--- src/rtl/blackjack_round_ctrl.sv ---
`default_nettype none
// ============================================================================
// Module   : blackjack_round_ctrl
// Purpose  : Blackjack round controller. Pulls cards from an upstream card
//            source, deals two cards each to player and dealer, runs the
//            player hit/stand turn and the dealer draw-to-17 turn, then
//            reports both best hand totals and the round result.
// Ports    : clk_i          - system clock, rising edge
//            rst_i          - asynchronous active-low reset
//            start_i        - begin a round (accepted in IDLE or DONE)
//            hit_i/stand_i  - player controls during the player turn
//            card_i         - card code: [3:0] rank, [5:4] suit, [7:6] unused
//            request_card_o - one-cycle request for the next card
//            player_total_o - best player hand value
//            dealer_total_o - best dealer hand value
//            busy_o/done_o  - round in progress / round finished
//            result_o       - 0 none, 1 player, 2 dealer, 3 push
// Revision : 1.0 - initial release
// ============================================================================
module blackjack_round_ctrl #(
  parameter int CARD_LATENCY = 1
) (
  input  logic       clk_i,
  input  logic       rst_i,
  input  logic       start_i,
  input  logic       hit_i,
  input  logic       stand_i,
  input  logic [7:0] card_i,
  output logic       request_card_o,
  output logic [4:0] player_total_o,
  output logic [4:0] dealer_total_o,
  output logic       busy_o,
  output logic       done_o,
  output logic [1:0] result_o
);

  typedef enum logic [3:0] {
    S_IDLE         = 4'd0,
    S_DEAL_REQ     = 4'd1,
    S_DEAL_WAIT    = 4'd2,
    S_PLAYER_TURN  = 4'd3,
    S_HIT_REQ      = 4'd4,
    S_HIT_WAIT     = 4'd5,
    S_DEALER_CHECK = 4'd6,
    S_DEALER_REQ   = 4'd7,
    S_DEALER_WAIT  = 4'd8,
    S_COMPARE      = 4'd9,
    S_DONE         = 4'd10
  } state_t;

  localparam logic [2:0] c_lat_m1 = 3'(CARD_LATENCY - 1);

  state_t     r_state, w_next;
  logic       r_req, w_req_next;
  logic [1:0] r_step;
  logic [2:0] r_wait;
  logic [4:0] r_p_hard, r_d_hard;
  logic       r_p_ace, r_d_ace;
  logic [3:0] r_p_cnt, r_d_cnt;
  logic [1:0] r_result;
  logic       r_natural;
  logic       r_hit_lock;

  logic [3:0] w_rank;
  logic       w_card_ok, w_card_ace;
  logic [4:0] w_card_val;
  logic       w_in_wait, w_sample, w_start;
  logic [4:0] w_p_best, w_d_best;
  logic [4:0] w_p_hard_new;
  logic       w_p_ace_new;
  logic [4:0] w_p_best_new;
  logic [1:0] w_cmp_result;
  logic       w_unused_card_bits;

  // Soft total counts the ace as 11 only when that does not bust the hand.
  function automatic logic [4:0] f_best(input logic [4:0] hard, input logic ace);
    if (ace && (hard <= 5'd11)) f_best = hard + 5'd10;
    else                        f_best = hard;
  endfunction

  assign w_rank             = card_i[3:0];
  assign w_card_ok          = (w_rank >= 4'd1) && (w_rank <= 4'd13);
  assign w_card_ace         = (w_rank == 4'd1);
  assign w_card_val         = (w_rank > 4'd10) ? 5'd10 : {1'b0, w_rank};
  assign w_unused_card_bits = ^card_i[7:4];

  assign w_in_wait = (r_state == S_DEAL_WAIT) || (r_state == S_HIT_WAIT) ||
                     (r_state == S_DEALER_WAIT);
  assign w_sample  = w_in_wait && (r_wait == c_lat_m1);
  assign w_start   = ((r_state == S_IDLE) || (r_state == S_DONE)) && start_i;

  assign w_p_best     = f_best(r_p_hard, r_p_ace);
  assign w_d_best     = f_best(r_d_hard, r_d_ace);
  // Player hand as it will look once the card being sampled is added; the
  // bust / auto-21 decision after a hit is made on this same edge.
  assign w_p_hard_new = r_p_hard + w_card_val;
  assign w_p_ace_new  = r_p_ace | w_card_ace;
  assign w_p_best_new = f_best(w_p_hard_new, w_p_ace_new);

  always_comb begin
    w_cmp_result = 2'd3;
    if (r_natural)                 w_cmp_result = (w_d_best != 5'd21) ? 2'd1 : 2'd3;
    else if (w_d_best > 5'd21)     w_cmp_result = 2'd1;
    else if (w_p_best > w_d_best)  w_cmp_result = 2'd1;
    else if (w_p_best < w_d_best)  w_cmp_result = 2'd2;
  end

  // Next-state logic.
  always_comb begin
    w_next = r_state;
    case (r_state)
      S_IDLE, S_DONE: if (start_i) w_next = S_DEAL_REQ;
      S_DEAL_REQ:     w_next = S_DEAL_WAIT;
      S_DEAL_WAIT: begin
        if (w_sample) begin
          if (!w_card_ok)                w_next = S_DEAL_REQ;
          else if (r_step != 2'd3)       w_next = S_DEAL_REQ;
          else if (w_p_best == 5'd21)    w_next = S_COMPARE;
          else                           w_next = S_PLAYER_TURN;
        end
      end
      S_PLAYER_TURN: begin
        if (stand_i)                     w_next = S_DEALER_CHECK;
        else if (hit_i && !r_hit_lock)   w_next = S_HIT_REQ;
      end
      S_HIT_REQ:      w_next = S_HIT_WAIT;
      S_HIT_WAIT: begin
        if (w_sample) begin
          if (!w_card_ok)                w_next = S_HIT_REQ;
          else if (w_p_best_new > 5'd21) w_next = S_DONE;
          else if (w_p_best_new == 5'd21) w_next = S_DEALER_CHECK;
          else                           w_next = S_PLAYER_TURN;
        end
      end
      S_DEALER_CHECK: w_next = (w_d_best < 5'd17) ? S_DEALER_REQ : S_COMPARE;
      S_DEALER_REQ:   w_next = S_DEALER_WAIT;
      S_DEALER_WAIT: begin
        if (w_sample) w_next = w_card_ok ? S_DEALER_CHECK : S_DEALER_REQ;
      end
      S_COMPARE:      w_next = S_DONE;
      default:        w_next = S_IDLE;
    endcase
    // The request register rises together with entry into a request state,
    // so the pulse occupies exactly the single request-state cycle.
    w_req_next = (w_next == S_DEAL_REQ) || (w_next == S_HIT_REQ) ||
                 (w_next == S_DEALER_REQ);
  end

  always_ff @(posedge clk_i or negedge rst_i) begin
    if (!rst_i) begin
      r_state <= S_IDLE;
      r_req   <= 1'b0;
    end else begin
      r_state <= w_next;
      r_req   <= w_req_next;
    end
  end

  // Hand, counter and result datapath.
  always_ff @(posedge clk_i or negedge rst_i) begin
    if (!rst_i) begin
      r_step     <= 2'd0;
      r_wait     <= 3'd0;
      r_p_hard   <= 5'd0;
      r_p_ace    <= 1'b0;
      r_p_cnt    <= 4'd0;
      r_d_hard   <= 5'd0;
      r_d_ace    <= 1'b0;
      r_d_cnt    <= 4'd0;
      r_result   <= 2'd0;
      r_natural  <= 1'b0;
      r_hit_lock <= 1'b0;
    end else begin
      r_wait <= (w_in_wait && !w_sample) ? r_wait + 3'd1 : 3'd0;

      // A held hit counts once; the lock clears only when hit_i drops.
      if (!hit_i)
        r_hit_lock <= 1'b0;
      else if ((r_state == S_PLAYER_TURN) && !stand_i)
        r_hit_lock <= 1'b1;

      if (w_start) begin
        r_step    <= 2'd0;
        r_p_hard  <= 5'd0;
        r_p_ace   <= 1'b0;
        r_p_cnt   <= 4'd0;
        r_d_hard  <= 5'd0;
        r_d_ace   <= 1'b0;
        r_d_cnt   <= 4'd0;
        r_result  <= 2'd0;
        r_natural <= 1'b0;
      end else if (w_sample && w_card_ok) begin
        // Even deal steps and all hits go to the player, the rest to the dealer.
        if (((r_state == S_DEAL_WAIT) && !r_step[0]) || (r_state == S_HIT_WAIT)) begin
          r_p_hard <= w_p_hard_new;
          r_p_ace  <= w_p_ace_new;
          r_p_cnt  <= r_p_cnt + 4'd1;
        end else begin
          r_d_hard <= r_d_hard + w_card_val;
          r_d_ace  <= r_d_ace | w_card_ace;
          r_d_cnt  <= r_d_cnt + 4'd1;
        end
        if (r_state == S_DEAL_WAIT) begin
          r_step <= r_step + 2'd1;
          if ((r_step == 2'd3) && (w_p_best == 5'd21)) r_natural <= 1'b1;
        end
        if ((r_state == S_HIT_WAIT) && (w_p_best_new > 5'd21)) r_result <= 2'd2;
      end else if (r_state == S_COMPARE) begin
        r_result <= w_cmp_result;
      end
    end
  end

  assign request_card_o = r_req;
  assign player_total_o = w_p_best;
  assign dealer_total_o = w_d_best;
  assign busy_o         = (r_state != S_IDLE) && (r_state != S_DONE);
  assign done_o         = (r_state == S_DONE);
  assign result_o       = r_result;

endmodule
`default_nettype wire

--- config.mk ---
export PLATFORM = sky130hd
export DESIGN_NAME = blackjack_round_ctrl
export DESIGN_NICKNAME = d
export VERILOG_FILES = /design/src/rtl/blackjack_round_ctrl.sv
export SDC_FILE = /design/constraint.sdc
export NUM_CORES = 1
export LEC_CHECK = 0
export CAP_MARGIN = 20
export CORE_MARGIN = 1
export CORE_UTILIZATION = 35
export DETAILED_ROUTE_END_ITERATION = 8
export PLACE_DENSITY = 0.57
export SETUP_SLACK_MARGIN = 0.3
export SLEW_MARGIN = 20
export SYNTH_ARGS = -nofsm -noshare
export SYNTH_HDL_FRONTEND = slang
export SYNTH_SLANG_ARGS = --single-unit
--- constraint.sdc ---
create_clock -name clk_i -period 10.3 [get_ports clk_i]
set_input_delay 1.545 -clock clk_i [delete_from_list [all_inputs] [get_ports clk_i]]
set_output_delay 1.545 -clock clk_i [all_outputs]
set_load 0.1 [all_outputs]
After elaboration in Yosys (flattened, before gate mapping)
Index checks and enable logic that the tools add are counted.
{ "word_totals": {"reg_bits": 26, "input_bits": 13, "out_inout_bits": 15, "word_cells": 142} }
{ "classes": {"addsub": 7, "order_cmp": 11, "eq_ne": 23, "n_mux": 50, "bitwise": 2, "n_reduce_logical": 38} }
{ "ops": {"columns": ["operator", "count"], "rows": [
  ["two-way mux 4 bit", 13],
  ["two-way mux 5 bit", 9],
  ["case mux 4 bit (10 select lines)", 1],
  ["equality test 4 x 3 -> 1 bit (second input constant)", 6],
  ["two-way mux 2 bit", 11],
  ["adder 5 x 4 -> 5 bit (second input constant)", 3],
  ["less-or-equal comparator 5 x 4 -> 1 bit (second input constant)", 3],
  ["logical AND 1 bit", 14],
  ["two-way mux 1 bit", 14],
  ["equality test 4 x 1 -> 1 bit (second input constant)", 3],
  ["equality test 4 bit (second input constant)", 3],
  ["adder 5 x 4 -> 5 bit", 2],
  ["equality test 5 bit (second input constant)", 2],
  ["> comparator 5 bit (second input constant)", 2],
  ["equality test 4 x 2 -> 1 bit (second input constant)", 2],
  ["AND reduction 2 bit", 4],
  ["nonzero test 2 bit", 4],
  ["logical OR 1 bit", 6],
  ["two-way mux 3 bit", 2],
  ["> comparator 5 bit", 1],
  ["< comparator 5 bit", 1],
  ["< comparator 5 bit (second input constant)", 1],
  ["!= test 5 bit (second input constant)", 1],
  ["greater-or-equal comparator 4 x 1 -> 1 bit (second input constant)", 1],
  ["other kinds (17)", 22]
]} }

Logic depth before layout (Yosys ltp)
{ "logic_depth": {"ltp_word": 15, "mapped_depth": 15, "mapped_depth_nobuf": 15} }

Least setup slack after synthesis
Ideal clock, no wire load.
{ "synth_path": {"kind": "input -> register", "startpoint": "input card_i[2]", "endpoint": "register r_req, in the netlist request_card_o", "arrival_time_ns": 4.735, "required_time_ns": 10.231, "setup_slack_ns": 5.496, "stages": 15, "path_cell_list": "o21ai_0 > and2_1 > ha_1 > inv_1 > fa_1 > xnor2_1 > inv_1 > ha_1 > and2_1 > a211oi_1 > mux2i_1 > a221oi_2 > a21o_1 > or4b_1 > nand3_1"} }
{ "synth_via": {"elab_chain_len": 15} }
{ "synth_lines": {"columns": ["element", "line", "source"], "rows": [
  ["start, declared", "28", "input logic [7:0] card_i,"],
  ["parallel branches: the longest is 11 deep, another holds adder 5 x 4 -> 5 bit", null, null],
  ["case mux 4 bit (10 select lines) *", "111", "case (r_state)"],
  ["via w_next[2]", "53", "state_t r_state, w_next;"],
  ["equality test 4 x 1 -> 1 bit or equality test 4 x 3 -> 1 bit (tied branches)", "145", "w_req_next = (w_next == S_DEAL_REQ) || (w_next == S_HIT_REQ) ||"],
  ["logical OR 1 bit", "145", null],
  ["logical OR 1 bit *", "145", null],
  ["via w_req_next", "54", "logic r_req, w_req_next;"],
  ["end signal, assigned", "155", "r_req <= w_req_next;"],
  ["end, declared", "54", null]
]} }
Mark *: on every way through the listed nets, which the timed path passes.
A chain may end at the register's enable or synchronous reset.

Worst setup path after layout
Same ends and word-level chain as after synthesis.

==> impl_metrics.toml <==
[setup_path]
cp_max_fo = 7
reg2reg_depth = 13
crit_path_start_kind = "input pin"
crit_arrival_ns = 5.85
crit_type = "input pin to flip-flop"
rr_endpoint = "request_card_o"
critPathRequiredTime_ns = 10.52
reg2reg_from = "r_p_hard[0]"
rrSetupSlack_ns = 6.40
crit_path_end_kind = "flip-flop"

[layout]
area_delta_synth_final_pct = 14.8
n_fill_cell = 744
seqCellArea_sq_um = 651
multiInputGateArea_sq_um = 1740
nNetsFinal = 365
antenna_cells = 0
drive_gt1_share_pct = 5.20

[drt]
viasPerCell = 5.47
wl_mm = 6.44
dr.pass1.iters = 4
vias = 2313
drcViolationCount = 0
drt_iter0_markers = 144
wire_per_inst_microns = 15.2
ant_nets = 0

[synth]
avgSynthCellArea_sq_um = 8.18
synth_top_area_cell = "dfrtp_1"
synth_edf_count = 0
synth-seq-area-share_pct = 25.7
netlist_top_cells_count = "nand2_1 (28), nor2_1 (27), dfrtp_1 (26), inv_1 (24)"
netlist.area_leader.share_pct = 25.7
syn_area_sq_um = 2540
ys_async_sr_fraction_pct = 100
ys_ff_latch = 26
ys.flop_type = "dfrtp_1"
synth_nets = 347
synth.distinct_cells = 64
synth_area_leaders = "dfrtp_1 (26%), ha_1 (11%), o21ai_0 (4.3%), nand2_1 (4.1%), nor2_1 (4.0%)"
yosysWarnings = 0
synthCells = 310
synth_most_common_cell = "nand2_1"

[min_path]
hold_depth = 1
whs_endpoint = "r_wait[0]"
min_path_type = "flip-flop to flip-flop"
hold_start = "r_wait[0]"

[floorplan]
die_h_microns = 87.1
core_sq_um = 6910
die_w_microns = 87.1
io_pins = 28
num_rows = 30
dieArea_sq_um = 7590
start_util_pct = 36.7

[sta]
finalSetupViolations = 0
rsz0062_at_grt = "false"
fmax_mhz = 178
finalSetupTns_ns = 0
slew_viol_final = 0
tightest_slew_ns = 0.977
min_period_over_period_pct = 54.6
fin_skew_ns = 0.00346
hold_viol_final = 0
finalCriticalPeriod_ns = 5.62
slew_headroom_pct = 34.7

[status]
status = "finished, final reports clean"

[grt]
antenna_found_initial = 0
grt_max_degree = 27
grt_pass1_wl_mm = 10.8
grt_pass1_vias = 2188
grtUsageTotal_pct = 18.1
gr-total-overflow = 0

[clocking]
tritoncts = "done"
clk_path_buf_depth = 2
cts_root_buf = "clkbuf_8"
hold_buffers = 0
cts_inserted_buffers = 3
clk_pin_slew_ns = 0.10
post_cts_buffers = 0
cts_resized = 0
clock-sinks = 26
clk_latency_ns = 0.28
cts-htree-levels = 1

[placement]
portBuffers = 23
place_hpwl_mm = 4.90
place_congestion = 0.821

[job]
drv_cap = 0
## sequential cells by signal (all words and copies together), names as in the netlist
signal          flops
r_d_hard            5
r_d_ace             1
r_step              2
r_wait              3
result_o            2
r_state             4
r_hit_lock          1
request_card_o      1
r_p_hard            5
r_natural           1
r_p_ace             1
## placed cells by master, fill, tap and decap left out, drive strengths merged, types with 2 or more instances in the layout
cell,instances
a221oi,2
a31o,2
clkdlybuf4s50,23
a22o,2
a311oi,2
fa,2
o211ai,2
mux2i,3
ha,22
nor4b,3
or4b,2
o21a,2
nand2b,11
nor2,28
o31ai,3
nand4b,2
nand4,2
dfrtp,26
a21o,8
a311o,2
nand2,28
inv,24
nor2b,12
xor2,5
xnor2,8
nor3,8
and2,3
clkbuf,3
a21boi,2
a31oi,3
or3,4
a211oi,4
nand3,13
nor4,4
o21ai,22
or3b,2
a21oi,13
## worst max-delay path: stages
cell	delay, ns
clkdlybuf4s50_1	0.55
o21ai_0	0.20
and2_1	0.20
ha_1	0.19
inv_1	0.06
fa_1	0.40
xnor2_1	0.53
inv_1	0.19
ha_1	0.23
and2_1	0.18
a211oi_1	0.23
mux2i_1	0.13
a221oi_2	0.44
a21o_1	0.23
or4b_1	0.44
nand3_1	0.10
## cells by family after synthesis
group	Yosys count	share of synthesized area [%]
buffers and inverters	35	5.67
AND/OR/NAND/NOR	129	27.7
adder cells (fa/ha/maj)	24	12.4
AO/OA/AOI/OAI	80	22.9
flip-flops	26	25.7
XOR/XNOR	13	4.49
multiplexers	3	1.18
## through the flow
stage	hold slack [ns]	setup WS, ns	utilization [%]	std cells	area [sq um]
global placement	0.446	4.42	41.1	419	2840
detailed placement	0.457	4.41	41.1	419	2840
CTS	0.473	4.68	42.2	423	2910
floorplan	0.429	5.50	-	310	2540
finish	0.467	4.68	42.2	423	2910
global route	0.500	4.24	42.2	423	2910
## per-layer routing
metal | global-route usage, % | share of wire (%) | vias up
met5 | 0 | 0 | -
met4 | 5.81 | 1.6 | 0
met3 | 1.61 | 4.7 | 9
met2 | 28.6 | 45 | 61
met1 | 26.1 | 49 | 1097
li1 | - | - | 1146
## how the worst max path moves through the flow
stage                endpoint  slack [ns]  startpoint  cells past startpoint
2_1_floorplan  request_card_o        5.50   card_i[2]                     15
5_1_grt        request_card_o        4.24   card_i[2]                     16
4_1_cts        request_card_o        4.68   card_i[2]                     16
3_3_place_gp   request_card_o        4.42   card_i[3]                     16
3_5_place_dp   request_card_o        4.41   card_i[2]                     16
6_report       request_card_o        4.68   card_i[2]                     16
## layout make-up
class / count / share of cell area (%)
Sequential cell: 26 / 22.3
Tap cell: 96 / 4.13
Clock inverter: 1 / 1.03
Multi-Input combinational cell: 249 / 59.8
Clock buffer: 3 / 1.42
Inverter: 24 / 3.09
Timing Repair Buffer: 24 / 8.17
Power is left out: the tool's default activity adds up to more than one toggle a clock period on the data nets, which glitch-free logic cannot reach.
